<file path="src/rtl/led_pattern_gen.sv">
// Run-time LED pattern engine: static, blink, rotate and bounce animations
// stepped by an internal tick prescaler, with a global PWM brightness stage.
//
// mode_r       | meaning
// -------------+---------------------------------------------------------
// MODE_STATIC  | pat_r held, no animation
// MODE_BLINK   | pat_r shown while phase_r=1, blanked while phase_r=0
// MODE_ROTATE  | pat_r rotates left one position per tick
// MODE_BOUNCE  | pat_r shifts in dir_r, reversing when the block hits an edge
//
// dir_r        | meaning
// -------------+---------------------------------------------------------
// DIR_LEFT     | bounce moves towards the MSB
// DIR_RIGHT    | bounce moves towards the LSB
module led_pattern_gen #(
    parameter int N_LEDS   = 8,
    parameter int TICK_DIV = 3000000,
    parameter int DIV_W    = 22,
    parameter int PWM_BITS = 4
) (
    input  logic                clk,
    input  logic                rst,
    input  logic [1:0]          mode,
    input  logic [N_LEDS-1:0]   pattern,
    input  logic [PWM_BITS-1:0] duty,
    input  logic                load,
    output logic [N_LEDS-1:0]   leds,
    output logic                tick
);

    localparam logic [1:0] MODE_STATIC = 2'd0;
    localparam logic [1:0] MODE_BLINK  = 2'd1;
    localparam logic [1:0] MODE_ROTATE = 2'd2;
    localparam logic [1:0] MODE_BOUNCE = 2'd3;

    localparam logic DIR_LEFT  = 1'b0;
    localparam logic DIR_RIGHT = 1'b1;

    localparam logic [DIV_W-1:0]    DIV_LAST  = DIV_W'(TICK_DIV - 1);
    localparam logic [PWM_BITS-1:0] DUTY_FULL = '1;

    logic [1:0]          mode_r;
    logic [N_LEDS-1:0]   pat_r;
    logic [PWM_BITS-1:0] duty_r;
    logic                dir_r;
    logic                phase_r;

    logic [DIV_W-1:0]    div_cnt;
    logic [DIV_W-1:0]    div_next;
    logic [PWM_BITS-1:0] pwm_cnt;
    logic                pwm_on;

    logic [N_LEDS-1:0]   rotate_pat;
    logic [N_LEDS-1:0]   bounce_pat;
    logic                bounce_dir;
    logic                bounce_hold;
    logic [N_LEDS-1:0]   shown_pat;

    // Tick is registered so it is high in exactly the cycle where div_cnt
    // sits at its terminal value.
    always_comb begin
        div_next = (div_cnt == DIV_LAST) ? '0 : div_cnt + DIV_W'(1);
    end

    always_ff @(posedge clk) begin
        if (rst || load) begin
            div_cnt <= '0;
            tick    <= 1'b0;
        end else begin
            div_cnt <= div_next;
            tick    <= (div_next == DIV_LAST);
        end
    end

    always_comb begin
        rotate_pat = {pat_r[N_LEDS-2:0], pat_r[N_LEDS-1]};
    end

    // A block touching both ends (or an empty pattern) has nowhere to go.
    always_comb begin
        bounce_pat  = pat_r;
        bounce_dir  = dir_r;
        bounce_hold = (pat_r == '0) || (pat_r[N_LEDS-1] && pat_r[0]);
        if (!bounce_hold) begin
            if (dir_r == DIR_LEFT && pat_r[N_LEDS-1]) begin
                bounce_dir = DIR_RIGHT;
                bounce_pat = pat_r >> 1;
            end else if (dir_r == DIR_RIGHT && pat_r[0]) begin
                bounce_dir = DIR_LEFT;
                bounce_pat = pat_r << 1;
            end else if (dir_r == DIR_LEFT) begin
                bounce_pat = pat_r << 1;
            end else begin
                bounce_pat = pat_r >> 1;
            end
        end
    end

    // Load wins over a coincident tick; that edge never steps the animation.
    always_ff @(posedge clk) begin
        if (rst) begin
            mode_r  <= MODE_STATIC;
            pat_r   <= '0;
            duty_r  <= DUTY_FULL;
            dir_r   <= DIR_LEFT;
            phase_r <= 1'b1;
        end else if (load) begin
            mode_r  <= mode;
            pat_r   <= pattern;
            duty_r  <= duty;
            dir_r   <= DIR_LEFT;
            phase_r <= 1'b1;
        end else if (tick) begin
            case (mode_r)
                MODE_BLINK: begin
                    phase_r <= ~phase_r;
                end
                MODE_ROTATE: begin
                    pat_r <= rotate_pat;
                end
                MODE_BOUNCE: begin
                    pat_r <= bounce_pat;
                    dir_r <= bounce_dir;
                end
                default: begin
                end
            endcase
        end
    end

    always_ff @(posedge clk) begin
        if (rst) begin
            pwm_cnt <= '0;
        end else begin
            pwm_cnt <= pwm_cnt + PWM_BITS'(1);
        end
    end

    always_comb begin
        pwm_on    = (duty_r == DUTY_FULL) || (pwm_cnt < duty_r);
        shown_pat = (mode_r == MODE_BLINK && !phase_r) ? '0 : pat_r;
    end

    always_ff @(posedge clk) begin
        if (rst) begin
            leds <= '0;
        end else begin
            leds <= shown_pat & {N_LEDS{pwm_on}};
        end
    end

endmodule

</file>
<file path="config.mk">
export PLATFORM = sky130hd
export DESIGN_NAME = led_pattern_gen
export DESIGN_NICKNAME = d
export VERILOG_FILES = /design/src/rtl/led_pattern_gen.sv
export SDC_FILE = /design/constraint.sdc
export NUM_CORES = 1
export LEC_CHECK = 0
export ABC_AREA = 0
export CAP_MARGIN = 30
export CORE_MARGIN = 2
export CORE_UTILIZATION = 55
export CTS_BUF_LIST = sky130_fd_sc_hd__clkbuf_16
export CTS_CLUSTER_SIZE = 16
export DETAILED_ROUTE_END_ITERATION = 16
export GPL_ROUTABILITY_DRIVEN = 0
export PLACE_DENSITY = 0.78
export SYNTH_ARGS = -nofsm -noshare
export SYNTH_HDL_FRONTEND = slang
export SYNTH_SLANG_ARGS = --single-unit
</file>
<file path="constraint.sdc">
create_clock -name clk -period 3 [get_ports clk]
set_clock_uncertainty 0.15 [all_clocks]
set_input_delay 0.9 -clock clk [delete_from_list [all_inputs] [get_ports clk]]
set_output_delay 0.9 -clock clk [all_outputs]
set_load 0.005 [all_outputs]
</file>
Word-level counts from Yosys, hierarchy flattened
Index checks and enable logic that the tools add are counted.
Widths: inputs -> output; s select.
{"block": "classes", "eq_ne": 7, "n_reduce_logical": 16, "add_sub_neg": 2, "n_lt_le_gt_ge": 1, "n_mux": 11, "bitwise": 4}
{"op": "$mux 8", "n": 7}
{"op": "$eq 22x22->1 const B", "n": 2}
{"op": "$add 22x1->22 const B", "n": 1}
{"op": "$mux 22", "n": 1}
{"op": "$pmux 8 s2", "n": 1}
{"op": "$and 8x8->8", "n": 1}
{"op": "$logic_not 8->1", "n": 1}
{"op": "$add 4x1->4 const B", "n": 1}
{"op": "$eq 2x2->1 const B", "n": 2}
{"op": "$eq 4x4->1 const B", "n": 1}
{"op": "$logic_and 1x1->1", "n": 4}
{"op": "$lt 4x4->1", "n": 1}
{"op": "$reduce_and 4->1", "n": 1}
{"op": "$reduce_bool 2->1", "n": 2}
{"op": "$logic_or 1x1->1", "n": 3}
{"op": "$ne 3x3->1 const B", "n": 1}
{"op": "$not 1->1", "n": 3}
{"op": "$reduce_and 3->1", "n": 1}
{"op": "$reduce_bool 3->1", "n": 1}
{"op": "$eq 2x1->1 const B", "n": 1}
{"op": "$mux 1", "n": 2}
{"op": "$reduce_and 2->1", "n": 1}
{"op": "$reduce_or 2->1", "n": 1}
{"op": "$logic_not 1->1", "n": 1}
{"block": "totals", "output_inout_bits": 9, "in_bits": 17, "reg_bits": 51}

Depth between registers and ports, before layout
{"block": "depth", "depth_word": 7, "mapped_depth": 7}

Worst setup path before layout
OpenSTA, ideal clock, no wires.
{"block": "synth_path", "path_type": "in2reg", "start": "in load", "end": "reg div_cnt[17]", "arrival_ps": 2032, "setup_time_ps": 64, "path_buffers": 4, "path_slack_ps": 754, "required_time_ps": 2786, "path_stages": 7, "cell_sequence": "buf_4 -> or2_2 -> clkbuf_1 -> a21o_1 -> buf_2 -> buf_2 -> nor2_1"}
{"block": "synth_between", "elab_chain_cells": 1}
{"item": "start: declaration", "line": "26", "text": "input logic load,"}
{"item": "$logic_or 1x1->1", "line": "66", "text": "if (rst || load) begin"}
{"item": "end signal: assignment", "line": "70", "text": "div_cnt <= div_next;"}
{"item": "end: declaration", "line": "48", "text": "logic [DIV_W-1:0] div_cnt;"}
No other way between the ends.
A chain may end at the register's enable or synchronous reset.

Worst setup path in the final report
{"block": "layout_path", "start": "reg pat_r[2]", "end": "reg pat_r[2]"}
{"block": "layout_between", "elab_chain_cells": 4}
{"item": "start: declaration", "line": "43", "text": "logic [N_LEDS-1:0] pat_r;"}
{"item": "start signal: assignment", "line": "109", "text": "pat_r <= pattern;"}
{"item": "start signal: assignment", "line": "119", "text": "pat_r <= rotate_pat;"}
{"item": "start signal: assignment", "line": "122", "text": "pat_r <= bounce_pat;"}
{"item": "$logic_not 8->1", "line": "83", "text": "bounce_hold = (pat_r == '0) || (pat_r[N_LEDS-1] && pat_r[0]);"}
{"item": "$logic_or 1x1->1", "line": "83"}
{"item": "$ne 3x3->1 (no line)"}
{"item": "$reduce_and 3->1 (no line)"}
No other way between the ends.

==> results.sh <==
export IMPL_path_clk_slew_ps=60
export IMPL_io_pins=26
export IMPL_drt_initial_drc_count=128
export IMPL_grt_first_pass_wirelength_mm=8.78
export IMPL_critPathMaxFanout=9
export IMPL_cts_tree="done"
export IMPL_setup_repair_after_global_routing_missed_its_margin="no"
export IMPL_syn_num_nets=315
export IMPL_ctsResizeCount=0
export IMPL_h_tree_depth=2
export IMPL_capturing_element_type_of_the_critical_path="flop"
export IMPL_area_sequential_um2=1020
export IMPL_detailed_place_area_um2=2820
export IMPL_grt_start_max_net_pins=20
export IMPL_synth_warnings=0
export IMPL_layout_nets=340
export IMPL_tns_ps=0
export IMPL_final_core_util=0.675
export IMPL_dpl_hpwl_mm=3.71
export IMPL_setup_worst_path_class="flop to flop"
export IMPL_die_extent_in_y_um=71.8
export IMPL_synthDominantCellAreaShare=0.404
export IMPL_cp_data_required_time_ps=3030
export IMPL_run_status="finished clean"
export IMPL_detailed_route_wire_length_per_cell_um=14.0
export IMPL_postCtsSetupRepairBufs=0
export IMPL_place_worst_setup_slack_ps=414
export IMPL_finalPower_w=0.00138
export IMPL_multi_input_comb_area_um2=1380
export IMPL_drt_vias_per_instance=5.67
export IMPL_numClockSinks=51
export IMPL_worstPathCellList="or4_1, o41ai_2, nand2_1, a31oi_4, buf_4, mux2i_1, nor2_1"
export IMPL_clock_tree_root_cell="sky130_fd_sc_hd__clkbuf_16"
export IMPL_slowest_delay_ps=550
export IMPL_irDropWorstVdd_mv=0.341
export IMPL_maxSlewViolCount=0
export IMPL_worstMarginPinSlew_ps=778
export IMPL_hold_viol_final=0
export IMPL_cts_hold_fix_buffers=0
export IMPL_rows=24
export IMPL_coreArea_um2=4380
export IMPL_finalWirelength_mm=5.19
export IMPL_routed_via_count=2098
export IMPL_layout_filler_cells=375
export IMPL_critical_path_n_buffers_inverters=1
export IMPL_syn_area_um2=2530
export IMPL_worst_slew_margin_rel=0.481
export IMPL_number_of_endpoints_failing_setup_at_the_final_stage=0
export IMPL_layout_common_cells="51 x sky130_fd_sc_hd__nor2_1, 51 x sky130_fd_sc_hd__dfxtp_1, 25 x sky130_fd_sc_hd__nand2_1, 25 x sky130_fd_sc_hd__clkdlybuf4s50_1, 16 x sky130_fd_sc_hd__xor2_1"
export IMPL_ctsLongestPathBuffers=2
export IMPL_reported_max_cap_violation_count=0
export IMPL_remaining_drc_errors=0
export IMPL_starting_density_of_the_core=0.577
export IMPL_cts_buffers_inserted=5
export IMPL_insertion_delay_ps=290
export IMPL_synth_edff_count=0
export IMPL_detailedRoute_firstPassIterationCount=4
export IMPL_insertedDiodeCount=0
export IMPL_port_buffer_count=25
export IMPL_synth_seq_cells=51
export IMPL_total_leakage_power_nw=1.10
export IMPL_largest_delay_contributor_family_on_the_critical_path="simple AND/OR/NAND/NOR gates"
export IMPL_initial_antenna_violation_count=0
export IMPL_dieArea_um2=5160
export IMPL_area_growth_syn_to_layout_pct=17.0
export IMPL_globalRouteTotalUtil=0.213
export IMPL_worstHoldPathType="flop to flop"
export IMPL_number_of_global_route_vias_before_repair=1908
export IMPL_async_reset_ff_frac=0
export IMPL_avgSynthCellArea_um2=8.66
export IMPL_seq_area_frac_synth=0.404
export IMPL_fin_crit_sh=0.813
export IMPL_powerDensity_nw_per_um2=467
export IMPL_timing_critical_path_arrival_ps=2470
export IMPL_dominantRegCellSynth="sky130_fd_sc_hd__dfxtp_1"
export IMPL_synth_area_leader_cell="sky130_fd_sc_hd__dfxtp_1"
export IMPL_final_area_um2=2960
export IMPL_global_route_overflow_total=0
export IMPL_startpoint_type="flop"
export IMPL_final_layout_size_suffix_gt1_frac=0.0723
export IMPL_syn_instance_count=292
export IMPL_final_antenna_net_count=0
export IMPL_synth_area_leaders="sky130_fd_sc_hd__dfxtp_1 40%, sky130_fd_sc_hd__nor2_1 7.6%, sky130_fd_sc_hd__xor2_1 5.5%"
export IMPL_final_period_minus_worst_setup_slack_ps=2440
export IMPL_fmax_mhz=410
export IMPL_crit_slowest_cell="sky130_fd_sc_hd__or4_1"
export IMPL_fin_ws_ps=561
export IMPL_netlist_cell_type_count=50
export IMPL_die_width_um=71.8
-- power by group --
group | leakage [nW] | switching (W) | internal (W)
registers | 0.415 | 0.0000207 | 0.000698
logic | 0.613 | 0.0000580 | 0.0000659
clock network | 0.0710 | 0.000235 | 0.000304
-- final cells by class --
cell class / count / area share
Clock buffer: 5 / 0.0423
Multi-Input combinational cell: 214 / 0.467
Clock inverter: 3 / 0.00550
Inverter: 14 / 0.0178
Sequential cell: 51 / 0.345
Tap cell: 52 / 0.0220
Timing Repair Buffer: 31 / 0.0998
-- Yosys cell counts (4+ instances only) --
library cell,instances
sky130_fd_sc_hd__a21oi_1,5
sky130_fd_sc_hd__buf_2,4
sky130_fd_sc_hd__clkbuf_1,5
sky130_fd_sc_hd__dfxtp_1,51
sky130_fd_sc_hd__ha_1,6
sky130_fd_sc_hd__inv_1,14
sky130_fd_sc_hd__mux2i_1,12
sky130_fd_sc_hd__nand2_1,25
sky130_fd_sc_hd__nand2b_1,4
sky130_fd_sc_hd__nand3_1,14
sky130_fd_sc_hd__nand4_1,9
sky130_fd_sc_hd__nor2_1,51
sky130_fd_sc_hd__nor2b_1,4
sky130_fd_sc_hd__nor3_1,6
sky130_fd_sc_hd__o21ai_0,8
sky130_fd_sc_hd__xnor2_1,7
sky130_fd_sc_hd__xor2_1,16
-- per-layer routing --
| layer | vias up | part of all wire | wire length [um] | GRT usage |
|---|---|---|---|---|
| li1 | 1060 | - | - | - |
| met1 | 958 | 0.48 | 2470 | 0.297 |
| met2 | 65 | 0.44 | 2280 | 0.312 |
| met3 | 15 | 0.056 | 293 | 0.0478 |
| met4 | 0 | 0.028 | 146 | 0.101 |
| met5 | - | 0 | 0 | 0 |
-- worst register-to-register path, cell delays in order, from the launching register on --
cell and delay, ps:
sky130_fd_sc_hd__dfxtp_1 360, sky130_fd_sc_hd__or4_1 550, sky130_fd_sc_hd__o41ai_2 280, sky130_fd_sc_hd__nand2_1 120, sky130_fd_sc_hd__a31oi_4 400, sky130_fd_sc_hd__buf_4 220, sky130_fd_sc_hd__mux2i_1 190, sky130_fd_sc_hd__nor2_1 60
-- through the flow --
step                instances  hold WS (ps)
detailed placement        362           325
finish                    370           334
CTS                       370           335
global placement          362           294
global route              370           373
floorplan                 292           275
-- path summary, 6_finish.rpt --
kind | start | end | slack [ps] | cells after the start
setup reg to reg | pat_r[2]$_SDFFE_PP0P_ | pat_r[2]$_SDFFE_PP0P_ | 560 | 7
hold / removal | pwm_cnt[0]$_SDFF_PP0_ | pwm_cnt[0]$_SDFF_PP0_ | 330 | 1
setup / recovery | pat_r[2]$_SDFFE_PP0P_ | pat_r[2]$_SDFFE_PP0P_ | 560 | 7
hold reg to reg | pwm_cnt[0]$_SDFF_PP0_ | pwm_cnt[0]$_SDFF_PP0_ | 330 | 1
-- sequential cells by signal (all words and copies together) (netlist names) --
name and flops:
mode_r 2, dir_r 1, duty_r 4, pat_r 8
pwm_cnt 4, phase_r 1, tick 1, leds 8
div_cnt 22
-- cells by family (layout without fill, tap and decap cells) --
family                     count (synthesis)  after routing  share of synthesized area
adders and majority gates                  6              6                     0.0297
and+or+nand+nor                          136            136                      0.265
AOI/OAI and AO/OA                         37             37                      0.125
muxes                                     12             12                     0.0475
DFF                                       51             51                      0.404
buffers and inverters                     27             53                     0.0495
xor gates and xnor gates                  23             23                     0.0797
(Power assumes the default switching activity.)
